===== config.mk =====
export PLATFORM = sky130hd
export DESIGN_NAME = alu_unit_flat
export DESIGN_NICKNAME = d
export VERILOG_FILES = /design/src/rtl/alu_unit_if.sv /design/src/rtl/alu_unit.sv /design/src/flat_wrapper.sv
export SDC_FILE = /design/constraint.sdc
export NUM_CORES = 1
export LEC_CHECK = 0
export ABC_AREA = 1
export BUFFER_PORTS_ARGS = -buffer_cell sky130_fd_sc_hd__buf_2
export CORE_MARGIN = 2
export CORE_UTILIZATION = 23
export DETAILED_ROUTE_END_ITERATION = 16
export PLACE_DENSITY_LB_ADDON = 0.1
export SLEW_MARGIN = 5
export SYNTH_ARGS = -nofsm -noshare
export SYNTH_HDL_FRONTEND = slang
export SYNTH_SLANG_ARGS = --single-unit

===== constraint.sdc =====
create_clock -name clk -period 1.65 [get_ports clk]
set_clock_uncertainty 0.05 [all_clocks]
set_input_delay 0.4125 -clock clk [delete_from_list [all_inputs] [get_ports clk]]
set_output_delay 0.4125 -clock clk [all_outputs]
set_load 0.005 [all_outputs]

===== src/rtl/alu_unit_if.sv =====
// alu_unit_if: op issue bundle and CDB result bundle for alu_unit.
// Opcode/ROB macros live here; ALU_PERF_CNT_EN adds perf counter wires.
`ifndef ALU_UNIT_DEFS
`define ALU_UNIT_DEFS
`define OPCODE_TYPE [5:0]
`define ROB_ID_RANGE [3:0]
`define NOP 6'd0
`define OP_LUI 6'd1
`define OP_AUIPC 6'd2
`define OP_JAL 6'd3
`define OP_JALR 6'd4
`define OP_BEQ 6'd5
`define OP_BNE 6'd6
`define OP_BLT 6'd7
`define OP_BGE 6'd8
`define OP_BLTU 6'd9
`define OP_BGEU 6'd10
`define OP_ADDI 6'd11
`define OP_SLTI 6'd12
`define OP_SLTIU 6'd13
`define OP_XORI 6'd14
`define OP_ORI 6'd15
`define OP_ANDI 6'd16
`define OP_SLLI 6'd17
`define OP_SRLI 6'd18
`define OP_SRAI 6'd19
`define OP_ADD 6'd20
`define OP_SUB 6'd21
`define OP_SLL 6'd22
`define OP_SLT 6'd23
`define OP_SLTU 6'd24
`define OP_XOR 6'd25
`define OP_SRL 6'd26
`define OP_SRA 6'd27
`define OP_OR 6'd28
`define OP_AND 6'd29
`endif

interface alu_unit_if;
  logic                rdy;
  logic                rollback_signal;
  logic `OPCODE_TYPE   optype_2alu;
  logic `ROB_ID_RANGE  rd_2alu;
  logic [31:0]         pc_2alu;
  logic [31:0]         Vi_2alu;
  logic [31:0]         Vj_2alu;
  logic [31:0]         imm_2alu;
  logic                alu_has_result;
  logic `ROB_ID_RANGE  alias_from_alu;
  logic [31:0]         result_from_alu;
  logic                alu_jump;
  logic [31:0]         alu_target_pc;
`ifdef ALU_PERF_CNT_EN
  logic [31:0]         perf_ops;
  logic [31:0]         perf_taken;
`endif

  modport master (
    output rdy, rollback_signal, optype_2alu, rd_2alu,
    output pc_2alu, Vi_2alu, Vj_2alu, imm_2alu,
    input  alu_has_result, alias_from_alu, result_from_alu,
    input  alu_jump, alu_target_pc
`ifdef ALU_PERF_CNT_EN
    , input perf_ops, perf_taken
`endif
  );

  modport slave (
    input  rdy, rollback_signal, optype_2alu, rd_2alu,
    input  pc_2alu, Vi_2alu, Vj_2alu, imm_2alu,
    output alu_has_result, alias_from_alu, result_from_alu,
    output alu_jump, alu_target_pc
`ifdef ALU_PERF_CNT_EN
    , output perf_ops, perf_taken
`endif
  );
endinterface


===== src/rtl/alu_unit.sv =====
// alu_unit: 1-cycle integer ALU/branch unit; clk, rst (async low), bus.
// bus carries the RS op in and the registered CDB/jump result out; ALU_PERF_CNT_EN adds perf_ops/perf_taken.
module alu_unit (
  input logic       clk,
  input logic       rst,
  alu_unit_if.slave bus
);
  logic [31:0] pc, vi, vj, imm, pc4, pc_imm;
  logic [4:0]  sh_r, sh_i;
  logic        vld, jmp, br, take;
  logic [31:0] res, tgt;

  logic               has_q, has_d;
  logic               jmp_q, jmp_d;
  logic `ROB_ID_RANGE alias_q, alias_d;
  logic [31:0]        res_q, res_d;
  logic [31:0]        tgt_q, tgt_d;

  assign pc     = bus.pc_2alu;
  assign vi     = bus.Vi_2alu;
  assign vj     = bus.Vj_2alu;
  assign imm    = bus.imm_2alu;
  assign pc4    = pc + 32'd4;
  assign pc_imm = pc + imm;
  assign sh_r   = vj[4:0];
  assign sh_i   = imm[4:0];

  always_comb begin
    vld  = 1'b1;
    br   = 1'b0;
    take = 1'b0;
    res  = 32'd0;
    jmp  = 1'b0;
    tgt  = pc4;
    case (bus.optype_2alu)
      `OP_LUI:   res = imm;
      `OP_AUIPC: res = pc_imm;
      `OP_JAL: begin
        res = pc4;
        jmp = 1'b1;
        tgt = pc_imm;
      end
      `OP_JALR: begin
        res = pc4;
        jmp = 1'b1;
        tgt = (vi + imm) & ~32'd1;
      end
      `OP_BEQ:  begin br = 1'b1; take = vi == vj; end
      `OP_BNE:  begin br = 1'b1; take = vi != vj; end
      `OP_BLT:  begin br = 1'b1; take = $signed(vi) < $signed(vj); end
      `OP_BGE:  begin br = 1'b1; take = $signed(vi) >= $signed(vj); end
      `OP_BLTU: begin br = 1'b1; take = vi < vj; end
      `OP_BGEU: begin br = 1'b1; take = vi >= vj; end
      `OP_ADDI:  res = vi + imm;
      `OP_SLTI:  res = {31'd0, $signed(vi) < $signed(imm)};
      `OP_SLTIU: res = {31'd0, vi < imm};
      `OP_XORI:  res = vi ^ imm;
      `OP_ORI:   res = vi | imm;
      `OP_ANDI:  res = vi & imm;
      `OP_SLLI:  res = vi << sh_i;
      `OP_SRLI:  res = vi >> sh_i;
      `OP_SRAI:  res = $signed(vi) >>> sh_i;
      `OP_ADD:   res = vi + vj;
      `OP_SUB:   res = vi - vj;
      `OP_SLL:   res = vi << sh_r;
      `OP_SLT:   res = {31'd0, $signed(vi) < $signed(vj)};
      `OP_SLTU:  res = {31'd0, vi < vj};
      `OP_XOR:   res = vi ^ vj;
      `OP_SRL:   res = vi >> sh_r;
      `OP_SRA:   res = $signed(vi) >>> sh_r;
      `OP_OR:    res = vi | vj;
      `OP_AND:   res = vi & vj;
      default:   vld = 1'b0;
    endcase
    if (br) begin
      jmp = take;
      tgt = take ? pc_imm : pc4;
    end
  end

  // Rollback wins over rdy; a stalled unit keeps a pending result visible.
  always_comb begin
    has_d   = has_q;
    jmp_d   = jmp_q;
    alias_d = alias_q;
    res_d   = res_q;
    tgt_d   = tgt_q;
    if (bus.rollback_signal) begin
      has_d = 1'b0;
      jmp_d = 1'b0;
    end else if (bus.rdy) begin
      has_d = vld;
      jmp_d = vld & jmp;
      if (vld) begin
        alias_d = bus.rd_2alu;
        res_d   = res;
        tgt_d   = tgt;
      end
    end
  end

  always_ff @(posedge clk or negedge rst) begin
    if (!rst) begin
      has_q   <= 1'b0;
      jmp_q   <= 1'b0;
      alias_q <= '0;
      res_q   <= 32'd0;
      tgt_q   <= 32'd0;
    end else begin
      has_q   <= has_d;
      jmp_q   <= jmp_d;
      alias_q <= alias_d;
      res_q   <= res_d;
      tgt_q   <= tgt_d;
    end
  end

  assign bus.alu_has_result  = has_q;
  assign bus.alu_jump        = jmp_q;
  assign bus.alias_from_alu  = alias_q;
  assign bus.result_from_alu = res_q;
  assign bus.alu_target_pc   = tgt_q;

`ifdef ALU_PERF_CNT_EN
  logic        fire;
  logic [31:0] ops_q, ops_d;
  logic [31:0] tkn_q, tkn_d;

  assign fire = bus.rdy & ~bus.rollback_signal & vld;

  always_comb begin
    ops_d = ops_q;
    tkn_d = tkn_q;
    if (fire) begin
      ops_d = ops_q + 32'd1;
      if (jmp) tkn_d = tkn_q + 32'd1;
    end
  end

  always_ff @(posedge clk or negedge rst) begin
    if (!rst) begin
      ops_q <= 32'd0;
      tkn_q <= 32'd0;
    end else begin
      ops_q <= ops_d;
      tkn_q <= tkn_d;
    end
  end

  assign bus.perf_ops   = ops_q;
  assign bus.perf_taken = tkn_q;
`endif
endmodule


===== src/flat_wrapper.sv =====
// flat-port wrapper written by rule: the top's interface ports become plain ports
module alu_unit_flat 
  (clk, rst, bus_rdy, bus_rollback_signal, bus_optype_2alu, bus_rd_2alu, bus_pc_2alu, bus_Vi_2alu, bus_Vj_2alu, bus_imm_2alu, bus_alu_has_result, bus_alias_from_alu, bus_result_from_alu, bus_alu_jump, bus_alu_target_pc);
  alu_unit_if bus_i ();
  input logic clk;
  input logic rst;
  input wire logic [$bits(bus_i.rdy)-1:0] bus_rdy;
  input wire logic [$bits(bus_i.rollback_signal)-1:0] bus_rollback_signal;
  input wire logic [$bits(bus_i.optype_2alu)-1:0] bus_optype_2alu;
  input wire logic [$bits(bus_i.rd_2alu)-1:0] bus_rd_2alu;
  input wire logic [$bits(bus_i.pc_2alu)-1:0] bus_pc_2alu;
  input wire logic [$bits(bus_i.Vi_2alu)-1:0] bus_Vi_2alu;
  input wire logic [$bits(bus_i.Vj_2alu)-1:0] bus_Vj_2alu;
  input wire logic [$bits(bus_i.imm_2alu)-1:0] bus_imm_2alu;
  output wire logic [$bits(bus_i.alu_has_result)-1:0] bus_alu_has_result;
  output wire logic [$bits(bus_i.alias_from_alu)-1:0] bus_alias_from_alu;
  output wire logic [$bits(bus_i.result_from_alu)-1:0] bus_result_from_alu;
  output wire logic [$bits(bus_i.alu_jump)-1:0] bus_alu_jump;
  output wire logic [$bits(bus_i.alu_target_pc)-1:0] bus_alu_target_pc;
  assign bus_i.rdy = bus_rdy;
  assign bus_i.rollback_signal = bus_rollback_signal;
  assign bus_i.optype_2alu = bus_optype_2alu;
  assign bus_i.rd_2alu = bus_rd_2alu;
  assign bus_i.pc_2alu = bus_pc_2alu;
  assign bus_i.Vi_2alu = bus_Vi_2alu;
  assign bus_i.Vj_2alu = bus_Vj_2alu;
  assign bus_i.imm_2alu = bus_imm_2alu;
  assign bus_alu_has_result = bus_i.alu_has_result;
  assign bus_alias_from_alu = bus_i.alias_from_alu;
  assign bus_result_from_alu = bus_i.result_from_alu;
  assign bus_alu_jump = bus_i.alu_jump;
  assign bus_alu_target_pc = bus_i.alu_target_pc;
  alu_unit u_core (.clk(clk), .rst(rst), .bus(bus_i));
endmodule

==> results of run 1 <==
[flip-flops by register name, summed over array words and instances, names as in the netlist]
| signal | flops |
|---|---|
| u_core.bus.alu_target_pc | 32 |
| u_core.bus.result_from_alu | 32 |
| u_core.bus.alias_from_alu | 4 |
| u_core.bus.alu_has_result | 1 |
| u_core.bus.alu_jump | 1 |
[routing by layer]
metal / up-vias / routed length, um
met1: 18860 / 85960
met2: 1525 / 91580
met4: 10 / 14540
met5: - / 53
met3: 398 / 12660
li1: 18710 / -
[worst paths after layout]
| path | to | startpoint | cells past startpoint | slack [ns] |
|---|---|---|---|---|
| max | u_core.bus.alu_target_pc[11] | bus_Vi_2alu[0] | 24 | -1.12 |
| min | u_core.bus.alias_from_alu[3] | bus_rd_2alu[3] | 3 | 0.19 |
| max reg2reg | u_core.bus.alu_target_pc[12] | u_core.bus.alu_target_pc[12] | 3 | 0.65 |
| min reg2reg | u_core.bus.result_from_alu[5] | u_core.bus.result_from_alu[5] | 2 | 0.42 |
| max in group asynchronous | u_core.bus.result_from_alu[28] | rst | 3 | 0.59 |
| min in group asynchronous | u_core.bus.result_from_alu[4] | rst | 2 | 0.45 |
[tightest hold or removal path, stage by stage]
cell	delay, ns
buf_2	0.08
nand2_1	0.04
nand2_1	0.05
[timing repair]
action / 4_1_cts / 5_1_grt
gates resized for setup: 871 / 659
endpoints found under the hold margin: 23 / 0
setup endpoints to repair: 70 / 70
buffers inserted: 89 / 84
gates cloned: 8 / 8
hold buffers: 1 / 0
pin swaps: 194 / 271
[kinds of logic (layout without fill, tap and decap cells)]
family | after synthesis | in the layout
buffers and inverters | 647 | 2440
AND/OR/NAND/NOR | 2956 | 2960
AO/OA/AOI/OAI | 665 | 665
flip-flops | 70 | 70
adder cells (fa/ha/maj) | 162 | 162
XOR/XNOR | 52 | 52
other | 0 | 4
[cell usage in the layout (no fill, tap or decap), drive strengths merged, types with 2 or more instances in the layout]
master,netlist,routed
xnor2,13,13
xor2,39,39
bufbuf,0,3
clkinv,6,6
o2111ai,12,12
nor4,10,10
dfrtp,70,70
a31oi,3,3
clkinvlp,0,5
nand3,756,759
or2,38,38
a21o,10,10
o21a,7,7
a211oi,3,3
nor3,61,61
o211ai,68,68
buf,122,1962
fa,4,4
o21bai,14,14
o21ai,303,303
nand4,83,83
inv,444,446
o31ai,2,2
nor3b,2,2
ha,158,158
nand2,1508,1509
o22ai,6,6
and3,5,5
clkbuf,75,17
nor2,455,455
diode,0,4
a221oi,2,2
nand3b,27,27
and2,11,11
a21oi,231,231
[power groups by stage]
| stage | Clock, uW | Combinational, uW | Sequential (uW) |
|---|---|---|---|
| 3_3_place_gp | 0 | 13200 | 2630 |
| 4_1_cts | 2100 | 14700 | 2610 |
| 6_report | 2070 | 16200 | 2620 |
| 3_5_place_dp | 0 | 13100 | 2630 |
| 5_1_grt | 2180 | 17200 | 2640 |
| 2_1_floorplan | 0 | 5290 | 2510 |
[area by class of cell]
class                      instances  area share
multi-input combinational       3839      0.5278
timing repair buffer            1974      0.3530
inverter                         450     0.03812
sequential                        70     0.03788
tap                             1357     0.03672
clock buffer                       9    0.004870
clock inverter                     7    0.001407
antenna                            4   0.0002165
[stage by stage]
stage | cells | hold WS [ns] | setup TNS, ns
floorplan | 4552 | 0.06691 | -46.55
global placement | 7523 | 0.3048 | -118.75
detailed placement | 7523 | 0.3068 | -118.60
CTS | 7634 | 0.1679 | -63.81
global route | 7707 | 0.1821 | -73.45
finish | 7710 | 0.1852 | -67.43
==> impl_metrics.csv, run 1 <==
group,metric,value,unit
status,status,"complete, but fails checks",
status,violations,"negative setup slack",
timing,setup_violations,70,
timing,maxSlewHeadroom,0.5915,
cts,h-tree-depth,3,
die,die_area,0.1042,mm2
routing,wire_per_inst,26.56,um
routing,vias,39510,
logic_synthesis,synth_ff_type,"dfrtp_1",
global_routing,antenna_found_initial,13,
setup_path,required,1.86,ns
cts,clkTransAtPathRegs,0.07,ns
timing,fin_crit,2.772,ns
timing,post-route-period-util,1.680,
routing,viasPerCell,5.124,
hold_path,hp-class,"in2reg",
global_routing,use_met2,0.6159,
logic_synthesis,syn-num-nets,4856,
logic_synthesis,async_reset_ff_frac,1.000,
pwr,pwr-share-comb,0.775,
timing,fmax,360.7,MHz
global_routing,use_met3,0.05353,
place,gp_congestion,1.051,
logic_synthesis,synthAdderAreaFrac,0.08797,
logic_synthesis,yosys-top-cells-area,"nand2_1 24%, nand3_1 16%, ha_1 8.5%, dfrtp_1 7.5%, nor2_1 7.1%",
die,die_x,322.9,um
place,io_buffers,211,
logic_synthesis,synth_edf_count,0,
timing,hold_viol,0,
cells_and_area,fill_cells,10900,
cts,clkLatencyLatePin,0.36,ns
place,place_ws,-2.313,ns
logic_synthesis,synth_xor_area_frac,0.01948,
logic_synthesis,yosys.area_share.simple,0.5446,
global_routing,grt_pass1_vias,37650,
logic_synthesis,ys_warn_count,0,
pwr,p_per_area,451.3,mW/mm2
timing,tightestPinTransition,0.6101,ns
pwr,p_leak,0.02316,uW
setup_path,path_buf_inv,6,
cts,numCtsBuffers,9,
cells_and_area,multi_input_area,0.02441,mm2
routing,firstDrtPassIters,6,
cells_and_area,synthToLayoutAreaGrowth,97.76,%
global_routing,grt_max_degree,31,
logic_synthesis,synthTopCellsByCount,"1493 x nand2_1, 751 x nand3_1, 444 x nor2_1",
routing,ant_nets,0,
run,drv_cap,0,
setup_path,arrival,2.98,ns
logic_synthesis,avgSynthCellArea,5.137,um2
logic_synthesis,synth_top_area_cell,"nand2_1",
cells_and_area,fin_util,0.4604,
logic_synthesis,synthMuxAreaShare,0,
pwr,p_seq_frac,0.125,
timing,grt_setup_unrepaired,"yes",
setup_path,path_max_fanout,5,
pwr,p_sw,10340,uW
logic_synthesis,synth_seq_cells,70,
cts,cts_tree,"yes",
routing,first_iter_violations,3759,
die,num_rows,116,
setup_path,critPathLaunchType,"input pin",
cts,clk_path_buf_depth,2,
place,dp_hpwl,175400,um
die,start_util,0.2328,
logic_synthesis,yosysMostFrequentCell,"nand2_1",
logic_synthesis,synth_compound_area_frac,0.1590,
setup_path,critPathTopFamily,"simple AND/OR/NAND/NOR gates",
pwr,switching_share,0.4954,
cells_and_area,fin_nets,6648,
global_routing,grt-ovfl-total,0,
cts,clockRootBuffer,"clkbuf_16",
cells_and_area,stdcell_area,0.04624,mm2
logic_synthesis,netlist_instances,4552,
logic_synthesis,synth_top_area_share,0.2397,
die,coreArea,0.1004,mm2
die,ios,212,
global_routing,grt_pass1_wl,278100,um
setup_path,endpoint_kind,"flip-flop",
routing,routed_wirelength,204800,um
cells_and_area,drive_gt1_frac,0.4812,
cells_and_area,seqCellArea,0.001752,mm2
setup_path,crit_type,"in2reg",
routing,drc,0,
timing,layout_setup_ws,-1.122,ns
pwr,internal_power,10530,uW
place,dpl_cell_area,0.03841,mm2
die,die_y,322.9,um
pwr,power_frac_clock,0.099,
setup_path,cp_slowest_cell,"fa_2",
global_routing,grt_busiest_layer,"met2",
logic_synthesis,synth_area,0.02338,mm2
cts,cts.sinks,70,
timing,slew_viol_final,0,
setup_path,path_cells,"buf_12 > inv_8 > ha_4 > inv_4 > fa_2 > nand2_4 > nand2_4 > nand3_2 > nand2_2 > nand2_2 > nand2_4 > nand2_4 > buf_6 > nand3_4 > nand3_2 > nand2_2 > nor2_4 > buf_6 > buf_6 > nand3_4 > nand2_2 > nand3_2 > nor2_2 > nor2_1",
logic_synthesis,synth_top_family_by_area,"simple AND/OR/NAND/NOR gates",
pwr,finalPower,20870,uW
logic_synthesis,seq_area_frac_synth,0.07491,
global_routing,track_usage,0.3785,
global_routing,grtUsageMet1,0.4797,
logic_synthesis,yosysUniqueCellTypes,53,
setup_path,cp_slowest_stage_delay,0.36,ns
pwr,peakVddDrop,0.0005426,V
Note: power is estimated with default switching activity, not from simulation.
==> inputs of run 2 (changes only) <==
--- a/config.mk
+++ b/config.mk
@@ -11,6 +11,7 @@
 export CORE_UTILIZATION = 23
 export DETAILED_ROUTE_END_ITERATION = 16
 export PLACE_DENSITY_LB_ADDON = 0.1
+export SETUP_SLACK_MARGIN = 0.02
 export SLEW_MARGIN = 5
 export SYNTH_ARGS = -nofsm -noshare
 export SYNTH_HDL_FRONTEND = slang
==> impl_metrics.csv, run 2 (same netlist as run 1, synthesis figures left out) <==
group,metric,value,unit
status,status,"complete, but fails checks",
status,violations,"negative setup slack",
timing,hold_viol,0,
timing,layout_setup_ws,-1.114,ns
setup_path,cp_slowest_stage_delay,0.36,ns
timing,tightestPinTransition,0.6098,ns
setup_path,endpoint_kind,"flip-flop",
cts,cts_tree,"yes",
setup_path,crit_type,"in2reg",
die,coreArea,0.1004,mm2
setup_path,arrival,2.98,ns
cells_and_area,fill_cells,10910,
die,die_area,0.1042,mm2
cts,clkLatencyLatePin,0.36,ns
setup_path,path_cells,"buf_12 > inv_8 > ha_4 > inv_4 > fa_2 > nand2_4 > nand2_4 > nand3_2 > nand2_2 > nand2_2 > nand2_4 > nand2_4 > buf_6 > nand3_4 > nand3_2 > nand2_2 > nor2_4 > buf_6 > buf_6 > nand3_4 > nand2_2 > nand3_2 > nor2_2 > nor2_1",
hold_path,hp-class,"in2reg",
setup_path,required,1.86,ns
cells_and_area,drive_gt1_frac,0.4784,
cells_and_area,stdcell_area,0.04622,mm2
global_routing,antenna_found_initial,13,
cells_and_area,mostFrequentLayoutCells,"1560 x buf_4, 1252 x nand2_1, 583 x nand3_1",
die,ios,212,
routing,vias,39420,
cts,h-tree-depth,3,
timing,setup-tns-final,-67.56,ns
pwr,power_frac_clock,0.100,
die,die_y,322.9,um
global_routing,grt_pass1_wl,278100,um
setup_path,critPathLaunchType,"input pin",
pwr,switching_share,0.4946,
global_routing,grt_max_degree,31,
routing,drc,0,
routing,firstDrtPassIters,9,
cts,cts.sinks,70,
timing,whs,0.1858,ns
routing,ant_nets,0,
global_routing,grt-ovfl-total,0,
pwr,pwr-share-comb,0.775,
timing,setup_violations,70,
cells_and_area,fin_nets,6653,
setup_path,path_max_fanout,5,
cts,clockRootBuffer,"clkbuf_16",
cts,clk_path_buf_depth,2,
global_routing,grt_pass1_vias,37650,
routing,first_iter_violations,3522,
place,dp_hpwl,175400,um
setup_path,cp_slowest_cell,"fa_2",
timing,fin_crit,2.764,ns
routing,viasPerCell,5.110,
timing,post-route-period-util,1.675,
die,num_rows,116,
pwr,internal_power,10550,uW
pwr,peakVddDrop,0.0005437,V
pwr,p_leak,0.02318,uW
routing,routed_wirelength,204600,um
cts,numCtsBuffers,9,
routing,wire_per_inst,26.53,um
pwr,p_per_area,451.5,mW/mm2
die,die_x,322.9,um
pwr,p_sw,10320,uW
timing,slew_viol_final,0,
place,io_buffers,211,
place,gp_congestion,1.051,
timing,grt_setup_unrepaired,"yes",
global_routing,track_usage,0.3785,
cells_and_area,synthToLayoutAreaGrowth,97.64,%
cts,clkTransAtPathRegs,0.08,ns
cells_and_area,fin_util,0.4601,
pwr,p_seq_frac,0.125,
die,start_util,0.2328,
timing,maxSlewHeadroom,0.5917,
run,drv_cap,0,
place,dpl_cell_area,0.03841,mm2
pwr,finalPower,20870,uW
cells_and_area,final_common_cell,"buf_4",
timing,fmax,361.8,MHz
==> run 2: cell types whose count changed in the layout (fill, tap and decap cells not counted), sizes merged <==
cell | previous run | this run
buf | 1962 | 1967
bufbuf | 3 | 2
nand2 | 1509 | 1508
diode | 4 | 2
clkbuf | 17 | 19
==> run 2: critical path, delay by kind of cell <==
family	cells	cell delay, ns
adder cells (fa/ha/maj)	2	0.49
buffers and inverters	6	0.60
AND/OR/NAND/NOR	16	1.46
==> run 2: routing by layer <==
metal | GRT usage | vias to the layer above | wire (um) | share of wire
met1 | 0.4797 | 18780 | 85510 | 0.42
met5 | 0 | - | 85 | 0.00042
met3 | 0.05353 | 402 | 13000 | 0.064
met4 | 0.2103 | 14 | 14700 | 0.072
met2 | 0.6159 | 1501 | 91310 | 0.45
li1 | - | 18720 | - | -
==> run 2: layout make-up <==
class	instances	area, um2	area share
flip-flops and latches	70	1752	0.03790
clock buffers	9	225.2	0.004873
clock inverters	7	65.06	0.001408
repair buffers	1980	16420	0.3553
multi-input cells	3838	24290	0.5256
inverters	450	1758	0.03804
well taps	1357	1698	0.03674
diodes	2	5.005	0.0001083
==> run 2: what timing repair did <==
item,4_1_cts,5_1_grt
hold buffers,1,0
endpoints found under the setup margin,70,70
pin swaps,194,272
hold endpoints to repair,23,0
cloned,8,8
gates resized for setup,871,636
buffers inserted,89,88
==> run 2: power groups by stage <==
stage	registers (uW)	logic [uW]	clock network, uW
CTS	2610	14700	2100
detailed placement	2630	13100	0
floorplan	2510	5290	0
finish	2610	16200	2080
global route	2640	17200	2180
global placement	2630	13200	0
==> run 2: final timing paths <==
| kind | slack [ns] | start | cells after the start | to |
|---|---|---|---|---|
| hold reg to reg | 0.42 | u_core.bus.result_from_alu[5] | 2 | u_core.bus.result_from_alu[5] |
| max in group asynchronous | 0.58 | rst | 3 | u_core.bus.result_from_alu[28] |
| setup / recovery | -1.11 | bus_Vi_2alu[0] | 24 | u_core.bus.alu_target_pc[11] |
| hold / removal | 0.19 | bus_rd_2alu[2] | 3 | u_core.bus.alias_from_alu[2] |
| min in group asynchronous | 0.45 | rst | 2 | u_core.bus.result_from_alu[4] |
| setup reg to reg | 0.66 | u_core.bus.alu_target_pc[12] | 3 | u_core.bus.alu_target_pc[12] |
==> run 2: per-stage QoR <==
stage          std cells  setup slack (ns)
2_1_floorplan       4552           -0.8924
3_3_place_gp        7523            -2.314
3_5_place_dp        7523            -2.313
4_1_cts             7634            -1.017
5_1_grt             7712            -1.204
6_report            7713            -1.114
